## src/rtl/rpn_pkg.sv

```systemverilog
// Shared types, character constants and the character classifier for the
// postfix expression evaluator.
package rpn_pkg;

    typedef enum logic [1:0] {
        SCAN,
        DRAIN,
        EMIT
    } state_e;

    typedef enum logic [2:0] {
        ERR_OK  = 3'd0,
        ERR_OVF = 3'd1,
        ERR_UNF = 3'd2,
        ERR_ILL = 3'd3,
        ERR_UNB = 3'd4
    } err_e;

    typedef enum logic [2:0] {
        CC_DIGIT,
        CC_SEP,
        CC_OP,
        CC_TERM,
        CC_NUL,
        CC_ILL
    } cls_e;

    localparam logic [7:0] CH_PLUS  = 8'h2b;
    localparam logic [7:0] CH_MINUS = 8'h2d;
    localparam logic [7:0] CH_MUL   = 8'h2a;
    localparam logic [7:0] CH_EQ    = 8'h3d;
    localparam logic [7:0] CH_LF    = 8'h0a;
    localparam logic [7:0] CH_SP    = 8'h20;
    localparam logic [7:0] CH_CR    = 8'h0d;
    localparam logic [7:0] CH_TAB   = 8'h09;
    localparam logic [7:0] CH_NUL   = 8'h00;
    localparam logic [7:0] CH_ZERO  = 8'h30;
    localparam logic [7:0] CH_NINE  = 8'h39;

    function automatic cls_e char_class(input logic [7:0] c);
        cls_e cls;
        if (c >= CH_ZERO && c <= CH_NINE) begin
            cls = CC_DIGIT;
        end else begin
            case (c)
                CH_SP, CH_CR, CH_TAB:    cls = CC_SEP;
                CH_PLUS, CH_MINUS, CH_MUL: cls = CC_OP;
                CH_EQ, CH_LF:            cls = CC_TERM;
                CH_NUL:                  cls = CC_NUL;
                default:                 cls = CC_ILL;
            endcase
        end
        return cls;
    endfunction

endpackage

```

## src/rtl/rpn_stack.sv

```systemverilog
// Operand stack: push, pop-replace (write sp-2 and drop top), replace-top, clear.
// Callers guarantee ops are only issued when the matching flag permits them.
module rpn_stack #(
    parameter int unsigned DATA_W = 32,
    parameter int unsigned DEPTH  = 16,
    localparam int unsigned SPW   = $clog2(DEPTH + 1)
) (
    input  logic              clk_i,
    input  logic              rst_ni,
    input  logic              clear_i,
    input  logic              push_i,
    input  logic              pop_replace_i,
    input  logic              replace_top_i,
    input  logic [DATA_W-1:0] wdata_i,
    output logic [DATA_W-1:0] top_o,
    output logic [DATA_W-1:0] second_o,
    output logic [SPW-1:0]    sp_o,
    output logic              full_o,
    output logic              empty_o,
    output logic              has2_o
);

    localparam int unsigned IW = (DEPTH > 1) ? $clog2(DEPTH) : 1;

    logic [DATA_W-1:0] mem_q [DEPTH];
    logic [SPW-1:0]    sp_q;
    logic [IW-1:0]     push_idx, top_idx, sec_idx;

    assign push_idx = IW'(sp_q);
    assign top_idx  = IW'(sp_q - SPW'(1));
    assign sec_idx  = IW'(sp_q - SPW'(2));

    always_ff @(posedge clk_i) begin
        if (!rst_ni) begin
            sp_q <= '0;
        end else if (clear_i) begin
            sp_q <= '0;
        end else if (push_i) begin
            mem_q[push_idx] <= wdata_i;
            sp_q            <= sp_q + SPW'(1);
        end else if (pop_replace_i) begin
            mem_q[sec_idx] <= wdata_i;
            sp_q           <= sp_q - SPW'(1);
        end else if (replace_top_i) begin
            mem_q[top_idx] <= wdata_i;
        end
    end

    assign top_o    = mem_q[top_idx];
    assign second_o = mem_q[sec_idx];
    assign sp_o     = sp_q;
    assign full_o   = (sp_q == SPW'(DEPTH));
    assign empty_o  = (sp_q == '0);
    assign has2_o   = (sp_q >= SPW'(2));

endmodule

```

## src/rtl/rpn_eval.sv

```systemverilog
// Streaming postfix evaluator: one ASCII byte per cycle in, one result or
// error code out per terminated expression.
module rpn_eval
    import rpn_pkg::*;
#(
    parameter int unsigned DATA_W = 32,
    parameter int unsigned DEPTH  = 16
) (
    input  logic                         CLK,
    input  logic                         RST,
    input  logic [7:0]                   DATA_IN,
    input  logic                         IN_VLD,
    output logic                         IN_RDY,
    output logic [DATA_W-1:0]            RES_DAT,
    output logic [2:0]                   RES_ERR,
    output logic                         RES_VLD,
    input  logic                         RES_RDY,
    output logic [$clog2(DEPTH+1)-1:0]   SP_OUT
);

    localparam int unsigned SPW = $clog2(DEPTH + 1);

    state_e            state_q;
    err_e              err_q, res_err_q;
    logic [DATA_W-1:0] acc_q, res_dat_q;
    logic              num_act_q, res_vld_q, rdy_q;

    logic [DATA_W-1:0] top, second, wdata, alu_lhs, alu_rhs, alu_res, acc_dig, term_dat;
    logic [SPW-1:0]    sp;
    logic              full, empty, has2;
    logic              push, pop_rep, rep_top, clr;
    logic              accept, err_ev, term_emit;
    err_e              err_code, term_err;
    cls_e              cls;

    assign accept  = IN_VLD && rdy_q;
    assign cls     = char_class(DATA_IN);
    // ASCII digits carry their value in the low nibble.
    assign acc_dig = acc_q * DATA_W'(10) + {{(DATA_W-4){1'b0}}, DATA_IN[3:0]};

    always_comb begin
        unique case (DATA_IN)
            CH_PLUS:  alu_res = alu_lhs + alu_rhs;
            CH_MINUS: alu_res = alu_lhs - alu_rhs;
            default:  alu_res = alu_lhs * alu_rhs;
        endcase
    end

    always_comb begin
        push     = 1'b0;
        pop_rep  = 1'b0;
        rep_top  = 1'b0;
        clr      = 1'b0;
        err_ev   = 1'b0;
        err_code = ERR_OK;
        alu_lhs  = top;
        alu_rhs  = acc_q;
        if (accept && state_q == SCAN) begin
            unique case (cls)
                CC_SEP: begin
                    if (num_act_q && full) begin
                        err_ev   = 1'b1;
                        err_code = ERR_OVF;
                    end else begin
                        push = num_act_q;
                    end
                end
                CC_OP: begin
                    if (num_act_q) begin
                        if (empty) begin
                            err_ev   = 1'b1;
                            err_code = ERR_UNF;
                        end else begin
                            rep_top = 1'b1;
                        end
                    end else if (!has2) begin
                        err_ev   = 1'b1;
                        err_code = ERR_UNF;
                    end else begin
                        pop_rep = 1'b1;
                        alu_lhs = second;
                        alu_rhs = top;
                    end
                end
                CC_TERM: clr = 1'b1;
                CC_ILL: begin
                    err_ev   = 1'b1;
                    err_code = ERR_ILL;
                end
                default: ;
            endcase
        end else if (accept && state_q == DRAIN && cls == CC_TERM) begin
            clr = 1'b1;
        end
    end

    assign wdata = push ? acc_q : alu_res;

    // Pending number at a terminator is pushed virtually: only the outcome matters.
    always_comb begin
        if (num_act_q) begin
            term_emit = 1'b1;
            term_dat  = acc_q;
            term_err  = full ? ERR_OVF : (empty ? ERR_OK : ERR_UNB);
        end else begin
            term_emit = !empty;
            term_dat  = top;
            term_err  = (sp == SPW'(1)) ? ERR_OK : ERR_UNB;
        end
    end

    always_ff @(posedge CLK) begin
        if (!RST) begin
            state_q   <= SCAN;
            acc_q     <= '0;
            num_act_q <= 1'b0;
            err_q     <= ERR_OK;
            res_vld_q <= 1'b0;
            res_dat_q <= '0;
            res_err_q <= ERR_OK;
            rdy_q     <= 1'b0;
        end else begin
            rdy_q <= 1'b1;
            unique case (state_q)
                SCAN: begin
                    if (accept) begin
                        if (err_ev) begin
                            state_q   <= DRAIN;
                            err_q     <= err_code;
                            acc_q     <= '0;
                            num_act_q <= 1'b0;
                        end else begin
                            unique case (cls)
                                CC_DIGIT: begin
                                    acc_q     <= acc_dig;
                                    num_act_q <= 1'b1;
                                end
                                CC_SEP, CC_OP: begin
                                    acc_q     <= '0;
                                    num_act_q <= 1'b0;
                                end
                                CC_TERM: begin
                                    acc_q     <= '0;
                                    num_act_q <= 1'b0;
                                    if (term_emit) begin
                                        state_q   <= EMIT;
                                        rdy_q     <= 1'b0;
                                        res_vld_q <= 1'b1;
                                        res_err_q <= term_err;
                                        res_dat_q <= (term_err == ERR_OK) ? term_dat : '0;
                                    end
                                end
                                default: ;
                            endcase
                        end
                    end
                end
                DRAIN: begin
                    if (accept && cls == CC_TERM) begin
                        state_q   <= EMIT;
                        rdy_q     <= 1'b0;
                        res_vld_q <= 1'b1;
                        res_err_q <= err_q;
                        res_dat_q <= '0;
                        err_q     <= ERR_OK;
                    end
                end
                EMIT: begin
                    if (RES_RDY) begin
                        state_q   <= SCAN;
                        res_vld_q <= 1'b0;
                        res_dat_q <= '0;
                        res_err_q <= ERR_OK;
                    end else begin
                        rdy_q <= 1'b0;
                    end
                end
                default: state_q <= SCAN;
            endcase
        end
    end

    rpn_stack #(
        .DATA_W (DATA_W),
        .DEPTH  (DEPTH)
    ) u_stack (
        .clk_i         (CLK),
        .rst_ni        (RST),
        .clear_i       (clr),
        .push_i        (push),
        .pop_replace_i (pop_rep),
        .replace_top_i (rep_top),
        .wdata_i       (wdata),
        .top_o         (top),
        .second_o      (second),
        .sp_o          (sp),
        .full_o        (full),
        .empty_o       (empty),
        .has2_o        (has2)
    );

    assign IN_RDY  = rdy_q;
    assign RES_VLD = res_vld_q;
    assign RES_DAT = res_dat_q;
    assign RES_ERR = res_err_q;
    assign SP_OUT  = sp;

endmodule

```

## config.mk

```make
export PLATFORM = sky130hd
export DESIGN_NAME = rpn_eval
export DESIGN_NICKNAME = d
export VERILOG_FILES = /design/src/rtl/rpn_pkg.sv /design/src/rtl/rpn_stack.sv /design/src/rtl/rpn_eval.sv
export SDC_FILE = /design/constraint.sdc
export NUM_CORES = 2
export LEC_CHECK = 0
export CORE_MARGIN = 2
export CORE_UTILIZATION = 40
export DETAILED_ROUTE_END_ITERATION = 8
export GPL_ROUTABILITY_DRIVEN = 0
export HOLD_SLACK_MARGIN = 0.12
export MAX_ROUTING_LAYER = met4
export PLACE_DENSITY = 0.57
export SETUP_SLACK_MARGIN = 0.02
export SYNTH_ARGS = -nofsm -noshare
export SYNTH_HDL_FRONTEND = slang
export SYNTH_HIERARCHICAL = 1
export SYNTH_SLANG_ARGS = --single-unit
```

## constraint.sdc

```tcl
create_clock -name CLK -period 10.7 [get_ports CLK]
set_clock_uncertainty 0.1 [all_clocks]
set_input_delay 1.605 -clock CLK [delete_from_list [all_inputs] [get_ports CLK]]
set_output_delay 1.605 -clock CLK [all_outputs]
set_load 0.01 [all_outputs]
```

### After elaboration in Yosys (flattened, before gate mapping)

Memories as Yosys holds them, arrays and structs flattened.
Index checks and enable logic that the tools add are counted.

| word-level totals | value |
|---|---|
| register bits after elaboration | 80 |
| RAM bits | 512 |
| input bits | 12 |
| output and inout port bits | 42 |
| memories | 1 |

Memory list:

| memory | words | bits a word | read ports | clocked after Yosys merged registers in | wr ports | RTL line | RTL |
|---|---|---|---|---|---|---|---|
| u_stack.mem_q | 16 | 32 | 2 | 0 | 1 | rpn_stack.sv:25 | `logic [DATA_W-1:0] mem_q [DEPTH];` |

| cells by class | value |
|---|---|
| add/sub/neg operators | 6 |
| multipliers | 2 |
| order comparisons | 3 |
| eq/ne operators | 25 |
| multiplexer cells | 111 |
| bitwise logic cells | 1 |
| reductions and logical operators | 28 |

Operators by type and width:

| cell | number |
|---|---|
| $mux 32 | 20 |
| $pmux 32 s2 | 2 |
| $pmux 32 s3 | 1 |
| $reduce_or 32->1 | 2 |
| $mux 1 | 51 |
| $mux 3 | 16 |
| $eq 8x6->1 const B | 5 |
| $add 32x32->32 | 1 |
| $add 32x4->32 | 1 |
| $mul 32x3->31 const B | 1 |
| $mul 32x32->32 | 1 |
| $sub 32x32->32 | 1 |
| $eq 8x4->1 const B | 3 |
| $pmux 3 s3 | 2 |
| $mux 2 | 8 |
| $pmux 3 s4 | 1 |
| $mux 5 | 2 |
| $ne 2x2->1 const B | 5 |
| $pmux 1 s3 | 3 |
| $reduce_or 3->1 | 3 |
| $ge 8x6->1 const B | 1 |
| $le 8x6->1 const B | 1 |
| $logic_not 8->1 | 1 |
| $mux 4 | 2 |
| other kinds (30) | 42 |

### Longest topological paths before layout

| depth | value |
|---|---|
| depth after elaboration | 15 |
| gate-level depth with buffers | 44 |
| depth with buffers taken out | 35 |

### Modules after synthesis

Netlist, hierarchy kept.

By module, submodules not included:

| module | instances | cells an instance | area each (sq um) |
|---|---|---|---|
| rpn_eval | 1 | 3,189 | 25,580.8 |
| rpn_stack | 1 | 1,215 | 23,871.6 |

### Worst setup path after synthesis

No wires, ideal clock.

| path | value |
|---|---|
| kind | input -> register |
| start point | in DATA_IN[4] |
| end point | mem u_stack.mem_q[0][31] (data pin) |
| library setup time | 0.302 ns |
| data arrival time | 10.792 ns |
| data required time | 10.298 ns |
| path slack | -0.494 ns |
| stages on the path | 34 |
| buffers on the path | 7 |
| cell sequence | buf_2 and4bb_2 a32o_1 nand3_4 inv_6 buf_6 buf_2 buf_2 buf_2 mux2i_1 clkbuf_1 nor2_1 fa_1 fa_1 fa_1 inv_1 fa_1 inv_1 fa_1 fa_1 fa_1 fa_1 ha_1 clkbuf_1 a21o_1 a21o_1 or3_1 a41o_1 and4_1 o21ai_0 a211o_1 o21ai_0 xnor2_1 a31oi_1 |

| on the way | value |
|---|---|
| elaborated cells on any way between the ends | 48 |
| those cells by class | add/sub (2); mul (1); order compare (2); eq/ne (11); mux (25); reduce/logical (7) |

RTL lines:

| what | RTL line | RTL |
|---|---|---|
| start, declared | rpn_eval.sv:11 | `input logic [7:0] DATA_IN,` |
| $eq 8x6->1, or another cell as far along | rpn_pkg.sv:45, rpn_eval.sv:42 |  |
| $reduce_or 3->1 / $reduce_or 2->1 (equally long branches) | rpn_pkg.sv:45 | `case (c)` |
| $pmux 3 s4 | rpn_pkg.sv:45 |  |
| $mux 3 | rpn_pkg.sv:42 | `if (c >= CH_ZERO && c <= CH_NINE) begin` |
| $eq 3x2->1 | rpn_eval.sv:59 | `unique case (cls)` |
| $mux 32 | rpn_eval.sv:59 |  |
| $mux 32 | rpn_eval.sv:58 | `if (accept && state_q == SCAN) begin` |
| $mul 32x32->32, or another cell as far along | rpn_eval.sv:45 | `default: alu_res = alu_lhs * alu_rhs;` |
| $pmux 32 s2 | rpn_eval.sv:42 | `unique case (DATA_IN)` |
| $mux 32 * | rpn_eval.sv:97 | `assign wdata = push ? acc_q : alu_res;` |
| named net wdata[31] | rpn_eval.sv:28 | `logic [DATA_W-1:0] top, second, wdata, alu_lhs, alu_rhs, alu_res, acc_dig, term_dat;` |
| $mux 32 (no line) | n/a |  |
| $mux 32 (no line) * | n/a |  |
| end, declared | rpn_stack.sv:25 |  |

The timed path passes the listed nets; every way through them passes the cells marked *.

### Worst setup path after layout

| path | value |
|---|---|
| start point | in DATA_IN[1] |
| end point | mem u_stack.mem_q[15][29] (data pin) |

Same word-level chain as after synthesis.

==> impl_metrics.json <==
{
  "period_minus_slack_ps": 10400,
  "cp-start-kind": "input port",
  "synth_simple_gate_area_share_pct": 12.0,
  "whs_ps": 415,
  "synth-xor-area-share_pct": 3.96,
  "cp.arrival_ps": 10690,
  "synth_top_area_share_pct": 31.1,
  "tritoncts": "yes",
  "ys_top_cells_by_area": "edfxtp_1 (31%), fa_1 (17%), mux4_2 (12%)",
  "crit_required_ps": 10990,
  "nNetsFinal": 5355,
  "worstSetupPathType": "input port to flop",
  "overflow": 0,
  "ys_seq_area_share_pct": 34.3,
  "grt_max_degree": 74,
  "drive_gt1_share_pct": 17.9,
  "cts_buffer_depth": 3,
  "slowest_stage": "fa_1",
  "rsz0062_at_grt": "no",
  "die_w_microns": 356,
  "fmax_ghz": 0.0962,
  "yosysUniqueCellTypes": 97,
  "synth_largest_area_cell": "edfxtp_1",
  "first_global_vias": 37700,
  "numCtsBuffers": 59,
  "via_per_inst": 5.79,
  "cts.sinks": 591,
  "clk_pin_slew_ps": 60,
  "grt.total_usage_pct": 27.4,
  "gr-max-usage-layer": "met2",
  "dp_cells": 6283,
  "fin_cells": 6390,
  "dieArea_sq_um": 126000,
  "grt_pass1_wl_mm": 248,
  "drtPass1Iterations": 6,
  "syn_nets": 5051,
  "fp-row-count": 129,
  "synth_area_sq_um": 49500,
  "globalRouteMet1Util_pct": 36.3,
  "setup_violations": 0,
  "muxShareOfSynthArea_pct": 14.3,
  "finalHoldViolCount": 0,
  "power_density_nw_per_um2": 81.9,
  "drtIter0Drc": 4041,
  "peakVddDrop_uv": 143,
  "drc_errors": 0,
  "wl_per_cell_microns": 26.2,
  "area_delta_synth_final_pct": 15.2,
  "use_met3_pct": 3.81,
  "worst_pin_slew_ps": 1440,
  "htreeDepth": 2,
  "synth_edf_count": 512,
  "synthArstFlopShare_pct": 0,
  "slew_headroom_pct": 3.28,
  "synthCells": 4404,
  "slew_viol_final": 0,
  "num_io_pins": 54,
  "ys_warn_count": 6,
  "synth_fa_ha_area_share_pct": 22.3,
  "syn_avg_cell_area_sq_um": 11.2,
  "synth_ff_type": "edfxtp_1",
  "core-area_sq_um": 123000,
  "min_path_type": "flop to flop",
  "clockRootBuffer": "clkbuf_16",
  "use_met2_pct": 42.6,
  "synth_compound_area_share_pct": 7.68,
  "clk_latency_ps": 670,
  "endpoint_kind": "flop",
  "start_util_pct": 40.2,
  "worstPathMaxFanout": 16,
  "path_common_cell": "fa_1",
  "cpPeakStageDelay_ps": 550,
  "wirelength_mm": 167,
  "yosysMostFrequentCell": "nand2_1",
  "status": "finished clean",
  "synth_top_family_by_area": "adder cells",
  "synth_seq_cells": 591,
  "ys_top_cells_by_count": "nand2_1 (516), edfxtp_1 (512), inv_1 (425), nor2_1 (425), fa_1 (411)",
  "vias": 37000,
  "maxCapViolations": 0,
  "dp_hpwl_mm": 126,
  "p_leak_nw": 22.7,
  "dieHeight_microns": 356,
  "fillers": 11200,
  "period_share_pct": 97.2,
  "ant_nets": 0,
  "antenna_found_initial": 1,
  "portBuffers": 53
}
through the flow:
stage / cell area [sq um] / setup TNS, ps / total power, mW / util (%) / setup slack, ps
5_1_grt: 57000 / 0 / 4.80 / 46.3 / 15.4
3_5_place_dp: 55100 / -23280 / 2.65 / 44.7 / -349
2_1_floorplan: 49500 / 0 / 2.61 / - / 62.0
4_1_cts: 56900 / 0 / 4.71 / 46.2 / 123
6_report: 57000 / 0 / 4.67 / 46.3 / 301
3_3_place_gp: 55100 / -21230 / 2.65 / 44.7 / -344
worst max-delay path: cells and delay by family:
family / cells / cell delay, ps
XOR/XNOR: 1 / 110
AND/OR/NAND/NOR: 4 / 870
buffers and inverters: 10 / 1550
AO/OA/AOI/OAI: 8 / 1850
multiplexers: 1 / 310
adder cells (fa/ha/maj): 9 / 4340
final timing paths:
path                   start               endpoint  slack [ps]  cells after the start
min              RES_DAT[22]            RES_DAT[22]         410                      2
max               DATA_IN[1]  u_stack/mem_q[15][29]         300                     33
max reg2reg  u_stack/sp_o[0]  u_stack/mem_q[15][29]         400                     36
min reg2reg      RES_DAT[22]            RES_DAT[22]         410                      2
final cells by class:
type,count,area [sq um],share of cell area (%)
inverters,441,1660,2.91
multi-input cells,3139,30100,52.9
repair buffers,476,4280,7.51
flip-flops and latches,591,17000,29.8
well taps,1637,2050,3.59
diodes,1,2.50,0.00439
clock buffers,75,1560,2.73
clock inverters,30,330,0.580
cells by family (layout without fill, tap and decap cells):
family | Yosys count | after routing
other | 0 | 1
buffers and inverters | 674 | 1022
multiplexers | 386 | 386
XOR/XNOR | 223 | 223
adder cells (fa/ha/maj) | 635 | 635
AND/OR/NAND/NOR | 1324 | 1324
flip-flops | 591 | 591
AO/OA/AOI/OAI | 571 | 571
registers in the layout, indices dropped and copies added, names as in the netlist:
register and cells:
u_stack/mem_q 512, err_q 2, RES_VLD 1, IN_RDY 1, acc_q 32, state_q 2
u_stack/sp_o 5, RES_ERR 3, RES_DAT 32, num_act_q 1
metal layers:
layer	vias up	share of wire [%]
li1	16100	-
met1	18900	41
met2	1709	46
met3	371	8.5
met4	0	4.7
met5	-	0
power breakdown:
group	switching [mW]	internal, mW
sequential	0.00273	2.48
clock	0.891	1.17
combinational	0.0806	0.0468
cell usage in the layout, fill, tap and decap left out, types with 41 or more instances in the layout:
cell,n
dfxtp_1,76
buf_4,377
mux4_2,256
xnor2_1,162
inv_1,425
fa_1,411
nor2_1,415
nor3_1,76
nor2b_1,89
a22oi_1,92
mux2i_1,109
edfxtp_1,512
and3_1,41
nand2_1,515
clkbuf_16,60
xor2_1,57
clkdlybuf4s50_1,52
o21ai_0,70
ha_1,223
buf_12,46
a21oi_1,171
what timing repair did:
| item | in CTS | in global routing |
|---|---|---|
| resized for setup | 0 | 4 |
| setup buffers | 0 | 1 |
| endpoints found under the setup margin | 0 | 80 |
| hold buffers | 0 | 0 |
Power figures use the tool's default switching activity.
